## config.mk

```make
export PLATFORM = sky130hd
export DESIGN_NAME = rob_param
export DESIGN_NICKNAME = d
export VERILOG_FILES = /design/src/rtl/rob_param.sv
export SDC_FILE = /design/constraint.sdc
export NUM_CORES = 2
export LEC_CHECK = 0
export CORE_ASPECT_RATIO = 0.5
export CORE_MARGIN = 5
export CORE_UTILIZATION = 25
export DETAILED_ROUTE_END_ITERATION = 10
export PLACE_DENSITY = 0.51
export SKIP_CTS_REPAIR_TIMING = 1
export SLEW_MARGIN = 10
export SYNTH_ARGS = -nofsm -noshare
export SYNTH_HDL_FRONTEND = slang
export SYNTH_SLANG_ARGS = --single-unit
```

## constraint.sdc

```tcl
create_clock -name clk_in -period 4.8 [get_ports clk_in]
set_clock_uncertainty 0.15 [all_clocks]
set_input_delay 0.48 -clock clk_in [delete_from_list [all_inputs] [get_ports clk_in]]
set_output_delay 0.48 -clock clk_in [all_outputs]
set_load 0.005 [all_outputs]
```

## src/rtl/rob_param.sv

```systemverilog
// Parametrised reorder buffer. Tags are allocated in program order. Results arrive out
// of order on NUM_WB write-back ports. Dispatch looks up operands on NUM_QRY ports.
// The head entry retires in order under a valid/ready handshake.
module rob_param #(
    parameter int unsigned ROB_SIZE_W = 4,
    parameter int unsigned DATA_W     = 32,
    parameter int unsigned NUM_WB     = 2,
    parameter int unsigned NUM_QRY    = 2,
    localparam int unsigned TAG_W     = ROB_SIZE_W + 1
) (
    input  logic                        clk_in,
    input  logic                        rst_in,
    input  logic                        rdy_in,
    input  logic                        flush_in,
    input  logic                        push_valid,
    input  logic [31:0]                 push_src_addr,
    input  logic [4:0]                  push_rd_idx,
    output logic                        push_ready,
    output logic [TAG_W-1:0]            push_rob_tag,
    input  logic [NUM_WB-1:0]           wb_valid,
    input  logic [NUM_WB*TAG_W-1:0]     wb_tag,
    input  logic [NUM_WB*DATA_W-1:0]    wb_val,
    input  logic [NUM_QRY*TAG_W-1:0]    qry_tag,
    output logic [NUM_QRY-1:0]          qry_ready,
    output logic [NUM_QRY*DATA_W-1:0]   qry_val,
    output logic                        commit_valid,
    input  logic                        commit_ready,
    output logic [TAG_W-1:0]            commit_tag,
    output logic [DATA_W-1:0]           commit_val,
    output logic [31:0]                 commit_addr,
    output logic [4:0]                  commit_rd_idx,
    output logic [ROB_SIZE_W:0]         count
);

    localparam int unsigned      DEPTH     = 1 << ROB_SIZE_W;
    localparam logic [TAG_W-1:0] DEPTH_TAG = TAG_W'(DEPTH);

    logic [DEPTH-1:0]      busy_q, busy_d;
    logic [DEPTH-1:0]      done_q, done_d;
    logic [DATA_W-1:0]     val_q  [DEPTH];
    logic [DATA_W-1:0]     val_d  [DEPTH];
    logic [31:0]           addr_q [DEPTH];
    logic [31:0]           addr_d [DEPTH];
    logic [4:0]            rd_q   [DEPTH];
    logic [4:0]            rd_d   [DEPTH];
    logic [ROB_SIZE_W-1:0] head_q, head_d;
    logic [ROB_SIZE_W-1:0] tail_q, tail_d;
    logic [TAG_W-1:0]      count_q, count_d;

    logic                  push_fire;
    logic                  commit_fire;
    logic [NUM_WB-1:0]     wb_apply;
    logic [ROB_SIZE_W-1:0] wb_idx  [NUM_WB];
    logic [ROB_SIZE_W-1:0] qry_idx [NUM_QRY];
    logic [TAG_W-1:0]      qry_t   [NUM_QRY];

    // Tag 0 means "none"; tags above DEPTH name no slot.
    function automatic logic tag_ok(input logic [TAG_W-1:0] t);
        return (t != '0) && (t <= DEPTH_TAG);
    endfunction

    function automatic logic [ROB_SIZE_W-1:0] tag_idx(input logic [TAG_W-1:0] t);
        return ROB_SIZE_W'(t - TAG_W'(1));
    endfunction

    // Handshake and head-of-queue outputs.
    always_comb begin
        push_ready    = rst_in && rdy_in && (count_q != DEPTH_TAG);
        push_fire     = push_valid && push_ready && !flush_in;
        push_rob_tag  = push_valid ? (TAG_W'(tail_q) + TAG_W'(1)) : '0;
        commit_valid  = rst_in && rdy_in && !flush_in && busy_q[head_q] && done_q[head_q];
        commit_fire   = commit_valid && commit_ready;
        commit_tag    = TAG_W'(head_q) + TAG_W'(1);
        commit_val    = val_q[head_q];
        commit_addr   = addr_q[head_q];
        commit_rd_idx = rd_q[head_q];
        count         = count_q;
    end

    // Decode which write-back ports land on a live, still-pending slot.
    always_comb begin
        wb_apply = '0;
        for (int i = 0; i < int'(NUM_WB); i++) begin
            wb_idx[i]   = tag_idx(wb_tag[i*TAG_W +: TAG_W]);
            wb_apply[i] = wb_valid[i] && tag_ok(wb_tag[i*TAG_W +: TAG_W]) &&
                          busy_q[wb_idx[i]] && !done_q[wb_idx[i]];
        end
    end

    // Operand lookup: stored value first, else same-cycle bypass from write-back.
    always_comb begin
        qry_ready = '0;
        qry_val   = '0;
        for (int q = 0; q < int'(NUM_QRY); q++) begin
            qry_t[q]   = qry_tag[q*TAG_W +: TAG_W];
            qry_idx[q] = tag_idx(qry_t[q]);
            if (rst_in && tag_ok(qry_t[q]) && busy_q[qry_idx[q]]) begin
                if (done_q[qry_idx[q]]) begin
                    qry_ready[q]                 = 1'b1;
                    qry_val[q*DATA_W +: DATA_W]  = val_q[qry_idx[q]];
                end else begin
                    // Descending scan so the lowest port index wins.
                    for (int i = int'(NUM_WB) - 1; i >= 0; i--) begin
                        if (wb_valid[i] && (wb_tag[i*TAG_W +: TAG_W] == qry_t[q])) begin
                            qry_ready[q]                = 1'b1;
                            qry_val[q*DATA_W +: DATA_W] = wb_val[i*DATA_W +: DATA_W];
                        end
                    end
                end
            end
        end
    end

    // Next-state: flush clears everything, otherwise write-back, retire and allocate.
    always_comb begin
        busy_d  = busy_q;
        done_d  = done_q;
        val_d   = val_q;
        addr_d  = addr_q;
        rd_d    = rd_q;
        head_d  = head_q;
        tail_d  = tail_q;
        count_d = count_q;
        if (rdy_in) begin
            if (flush_in) begin
                busy_d  = '0;
                done_d  = '0;
                head_d  = '0;
                tail_d  = '0;
                count_d = '0;
            end else begin
                // Descending so the lowest port index writes last and wins.
                for (int i = int'(NUM_WB) - 1; i >= 0; i--) begin
                    if (wb_apply[i]) begin
                        done_d[wb_idx[i]] = 1'b1;
                        val_d[wb_idx[i]]  = wb_val[i*DATA_W +: DATA_W];
                    end
                end
                if (commit_fire) begin
                    busy_d[head_q] = 1'b0;
                    done_d[head_q] = 1'b0;
                    head_d         = head_q + ROB_SIZE_W'(1);
                end
                // Not full, so tail never aliases the head being retired.
                if (push_fire) begin
                    busy_d[tail_q] = 1'b1;
                    done_d[tail_q] = 1'b0;
                    val_d[tail_q]  = '0;
                    addr_d[tail_q] = push_src_addr;
                    rd_d[tail_q]   = push_rd_idx;
                    tail_d         = tail_q + ROB_SIZE_W'(1);
                end
                count_d = count_q + TAG_W'(push_fire) - TAG_W'(commit_fire);
            end
        end
    end

    // State registers with synchronous active-low reset.
    always_ff @(posedge clk_in) begin
        if (!rst_in) begin
            busy_q  <= '0;
            done_q  <= '0;
            head_q  <= '0;
            tail_q  <= '0;
            count_q <= '0;
            for (int k = 0; k < int'(DEPTH); k++) begin
                val_q[k]  <= '0;
                addr_q[k] <= '0;
                rd_q[k]   <= '0;
            end
        end else begin
            busy_q  <= busy_d;
            done_q  <= done_d;
            val_q   <= val_d;
            addr_q  <= addr_d;
            rd_q    <= rd_d;
            head_q  <= head_d;
            tail_q  <= tail_d;
            count_q <= count_d;
        end
    end

endmodule
```

# --- Word-level counts from Yosys, hierarchy flattened ---
# Cells that the tools add are included.
word_totals:
  out_inout_bits: 152
  ff_bits: 1149
op_classes:
  addsub: 10
  order_cmp: 23
  n_bitwise: 17
  eq_ne: 5
  mux: 100
  reduce_logical: 46
ops:
  columns: ["operator", "count"]
  rows:
  - ["512-bit 2-to-1 mux", 7]
  - ["512-bit bitwise mux", 3]
  - ["32-bit 2-to-1 mux", 19]
  - ["512-bit bitwise AND", 1]
  - ["32-bit binary-select mux with 4-bit select", 4]
  - ["512-bit inverter", 1]
  - ["32-bit demux with 4-bit select", 3]
  - ["16-bit 2-to-1 mux", 16]
  - ["80-bit bitwise mux", 1]
  - ["16-bit bitwise AND", 3]
  - ["16-bit OR", 3]
  - ["1-bit binary-select mux with 4-bit select", 10]
  - ["1-bit logical AND", 33]
  - ["16-bit inverter", 2]
  - ["5-bit greater-or-equal comparator (second input constant)", 6]
  - ["4-bit by 5-bit less-than comparator with 1-bit output (second input constant)", 6]
  - ["4-bit inverter with 5-bit output", 6]
  - ["5-bit 2-to-1 mux", 5]
  - ["1-bit 2-to-1 mux", 22]
  - ["5-bit binary-select mux with 4-bit select", 1]
  - ["5-bit demux with 4-bit select", 1]
  - ["5-bit == test", 4]
  - ["5-bit less-or-equal comparator (second input constant)", 4]
  - ["5-bit nonzero test", 4]
  - ["other kinds (15)", 36]

# --- Longest topological paths before layout ---
depth:
  ltp_word: 20
  depth_mapped: 17
  depth_no_buf: 15

# --- Least setup slack after synthesis ---
# Ideal clock, no wire load.
synth_path:
  kind: "input to output"
  start: "input qry_tag[5]"
  end: "output qry_val[55]"
  setup_slack_ns: 0.347
  stages: 14
  path_buffers: 7
  arrival_ns: 3.823
  path_cell_list: "buf_2 -> buf_2 -> buf_2 -> buf_2 -> inv_1 -> ha_1 -> clkbuf_1 -> mux4_2 -> mux2_2 -> o21ai_0 -> buf_2 -> buf_1 -> nor2_1 -> a211oi_1"
synth_between:
  elab_chain_cells: 7
synth_lines:
  columns: ["element", "line_no", "rtl"]
  rows:
  - ["start, declared", "23", "input logic [NUM_QRY*TAG_W-1:0] qry_tag,"]
  - ["4-bit by 1-bit subtractor with 4-bit output", "63", "return ROB_SIZE_W'(t - TAG_W'(1));"]
  - ["4-bit inverter with 5-bit output (implied by the code)", "100", "qry_val[q*DATA_W +: DATA_W] = val_q[qry_idx[q]];"]
  - ["32-bit binary-select mux with 4-bit select", "100", null]
  - ["32-bit 2-to-1 mux (implied by the code) (2 in series)", "100", null]
  - ["32-bit 2-to-1 mux", "98", "if (done_q[qry_idx[q]]) begin"]
  - ["32-bit 2-to-1 mux *", "97", "if (rst_in && tag_ok(qry_t[q]) && busy_q[qry_idx[q]]) begin"]
  - ["end, declared", "25", "output logic [NUM_QRY*DATA_W-1:0] qry_val,"]
# Mark *: on every way between the ends. The rest lies on a longest branch, timed or not. The select of a mux whose other input is x is not followed.

# --- Final worst setup path ---
layout_path:
  start: "input qry_tag[6]"
  end: "output qry_val[45]"
# The elaborated chain is that of the path after synthesis.

==> summary.md <==
| Metric | Value |
|---|---|
| Post-DRT Antenna Nets | 0 |
| GR Util met3 | between 5 and 6% |
| CP startpoint | qry_tag[6] |
| Arr. time, crit path | about 4.0 ns |
| Die area | 278000 um^2 |
| Async SR Flop Fraction | 0% |
| Hold Path Origin | rd_q[6] |
| Port bufs | 280 |
| Die X | between 700 and 800 um |
| Post-Synth XOR/XNOR Area | less than 1% |
| Drt wl/cell | around 30 um |
| Pwr dens | about 280 nW/um^2 |
| Clk pin slew, worst setup/hold paths | roughly 0.06 ns |
| Syn avg cell area | ~9.6 um^2 |
| Worst Path Required | between 4 and 5 ns |
| Via count | approximately 61k |
| Hpwl dp | 178000 um |
| Synth Area in Compound Gates | 17.1% |
| Setup crit start kind | primary input |
| Crit. End Element | output pin |
| Primary FF master, synth | dfxtp_1 |
| Seq/Total Area, Yosys | between 30 and 40% |
| RePlAce Congestion | 0.898 |
| Number of global-route vias before repair | roughly 58k |
| Distinct cells, synth | 89 |
| Post-detailed-route DRC marker count | 0 |
| Max Cap Violations | 0 |
| Num Clock Sinks | ~1.1k |
| RR Startpoint | count[2] |
| LEAKAGE | about 24 nW |
| Skew-Pair Late Insertion Delay | ~0.78 ns |
| M1 GR Usage | 27.9% |
| First-pass GRT wire length | ~440000 um |
| GR met2 Demand/Resource | around 34% |
| Syn-to-layout area delta | 17.0% |
| Synth Instances | around 6.9k |
| Initial antenna violation count | 23 |
| Worst hold path class | reg -> reg |
| Synth Warn # | 0 |
| Final net count | 6896 |
| Worst Tran Pin Value | 1.22 ns |
| Io pins | 281 |
| RSZ-0062 raised after global routing | false |
| Seq cells post-synth | about 1.1k |
| Run status | complete, no violations |
| Worst hold margin | approximately 0.31 ns |
| Htree depth | 4 |
| Initial Util | roughly 25% |
| Largest family of logic cells by synthesized area | multiplexers |
| Simple logic cell fraction of the synthesized area | 16.6% |
| Setup TNS | 0 ns |
| # setup viols final | 0 |
| Fin crit period | ~4.6 ns |
| Endpoints failing hold | 0 |
| Post-Syn Nets | about 7.1k |
| Die height | ~380 um |
| Total power | roughly 22 mW |
| GRT Total Usage | about 22% |
| Via-to-Cell Ratio | 5.84 |
| Iteration-0 DRC Markers | between 8k and 9k |
| DR pass1 iterations | 7 |
| CTS tree | yes |
| Number of synthesized flops with an enable pin | 0 |
| Num CTS Buffers | between 100 and 150 |
| Period utilization | a little over nine tenths |
| Critical path type | in -> out |
| Max Slew Vio Count | 0 |
| Final wirelength | ~310000 um |
| CTS Buffer Depth | 3 |
| Mux contribution to synthesized area | 24.7% |
| CP Max Fanout | 48 |
| Worst slew margin | between 10% and 20% |
| Worst vdd rail ir drop | 0.354 mV |
| Share of cells above drive strength 1 | roughly 18% |
| Area of the mapped netlist | between 60000 and 70000 um^2 |
| Adder-Cell Fraction of Synth Area | less than 1% |
| GRT Max-Usage Layer | met2 |
| Root buf cell | clkbuf_16 |
| Total gr overflow | 0 |
| CORE AREA | approximately 270000 um^2 |
| Pin count of the biggest net entering global routing | ~260 |
| Rows | about 130 |
| Fmax | between 0.2 and 0.25 GHz |
| Reg-to-reg slack, setup | roughly 0.97 ns |
-- per-stage QoR --
stage,utilization (%),cells,cell area [um^2],setup slack [ns]
5_1_grt,29.3,10400,77900,0.00572
4_1_cts,29.3,10400,77900,0.0357
6_report,29.3,10400,77900,0.175
3_3_place_gp,27.7,10100,73700,0.0206
2_1_floorplan,-,6914,66600,0.347
3_5_place_dp,27.7,10100,73700,0.0372
-- path summary, 6_finish.rpt --
check	end	depth (start not counted)
setup / recovery	qry_val[45]	10
setup reg to reg	val_q[505]	9
hold reg to reg	rd_q[6]	2
hold / removal	rd_q[6]	2
-- synthesized netlist by cell type (4+ instances only) --
master,number,share of area [%]
mux4_2,698,24
inv_1,188,1.1
a211oi_1,66,0.74
nand3_1,236,1.8
buf_4,6,0.068
xnor2_1,15,0.20
mux2i_1,71,1.1
a31oi_1,11,0.10
buf_6,9,0.15
a41oi_1,6,0.079
ha_1,28,0.53
a21oi_1,44,0.33
nor3_1,138,1.0
clkbuf_1,564,3.2
and2_1,78,0.73
buf_2,146,1.1
o22ai_1,4,0.038
or4_1,4,0.045
nor2_1,298,1.7
o31ai_1,8,0.090
nor3b_2,4,0.075
or3_1,7,0.066
nor2b_1,15,0.14
and3_1,104,0.98
buf_1,72,0.41
a21boi_0,597,6.7
o211ai_1,35,0.39
nor4_1,25,0.23
and2_0,6,0.056
a211oi_2,5,0.094
nand2b_1,21,0.20
xor2_1,22,0.29
a32o_1,8,0.12
a221o_1,302,4.5
o21ai_0,62,0.47
nand4_1,36,0.34
dfxtp_1,1149,35
o221ai_2,30,0.68
a22oi_1,6,0.068
a21o_1,7,0.079
nor3b_1,20,0.23
nand2_1,1542,8.7
a22o_1,5,0.066
o221ai_1,150,2.0
-- critical path, stage by stage --
cell,delay (ns)
clkdlybuf4s50_1,0.57
inv_1,0.12
ha_4,0.37
buf_12,0.27
buf_4,0.44
mux4_2,0.36
mux4_2,0.54
nor2_1,0.12
a211oi_1,0.06
clkdlybuf4s50_1,0.48
-- layout make-up --
| type | instances | area, um^2 |
|---|---|---|
| fill | 27600 | 188000 |
| multi-input combinational | 4778 | 40400 |
| sequential | 1149 | 23000 |
| timing repair buffer | 489 | 5180 |
| tap | 3536 | 4420 |
| clock buffer | 192 | 3770 |
| inverter | 190 | 713 |
| clock inverter | 36 | 453 |
| antenna | 5 | 12.5 |
-- cell families (layout without fill, tap and decap cells) --
group / Yosys count / after routing
buffers and inverters: 987 / 907
muxes: 772 / 772
xor gates and xnor gates: 37 / 37
AOI/OAI and AO/OA: 1383 / 1383
and+or+nand+nor: 2557 / 2557
adders and majority gates: 29 / 29
DFF: 1149 / 1149
other: 0 / 5
-- per-layer routing --
| metal | vias to the layer above | part of all wire, % | routed length (um) |
|---|---|---|---|
| met5 | - | 0 | 0 |
| met4 | 0 | 6.1 | 19300 |
| met3 | 1032 | 10 | 32600 |
| met2 | 4150 | 44 | 139000 |
| met1 | 30200 | 39 | 123000 |
| li1 | 25200 | - | - |
-- layout by cell type (no fill, tap or decap), types with 37 or more instances in the layout --
cell type and n:
inv_1 187, clkbuf_16 133, and2_1 75, buf_4 145
nor3_1 137, dfxtp_1 1145, o21ai_0 60, mux4_2 698
a221o_1 302, nand3_1 219, a21oi_1 40, a21boi_0 597
nand2_1 1538, buf_12 63, o221ai_1 150, mux2i_1 71
a211oi_1 65, clkbuf_1 37, nor2_1 281, clkdlybuf4s50_1 277
and3_1 96
-- sequential cells by signal, indices dropped and copies added (netlist names) --
register	cells
addr_q	512
done_q	16
busy_q	16
count	5
val_q	512
rd_q	80
head_q	4
tail_q	4
-- where the power goes --
part,leakage (nW),internal (mW),total (mW),switching (mW)
Sequential,9.25,9.54,9.54,0.00457
Combinational,12.6,0.561,1.84,1.28
Clock,2.06,5.84,10.3,4.45
Power figures use the tool's default switching activity.
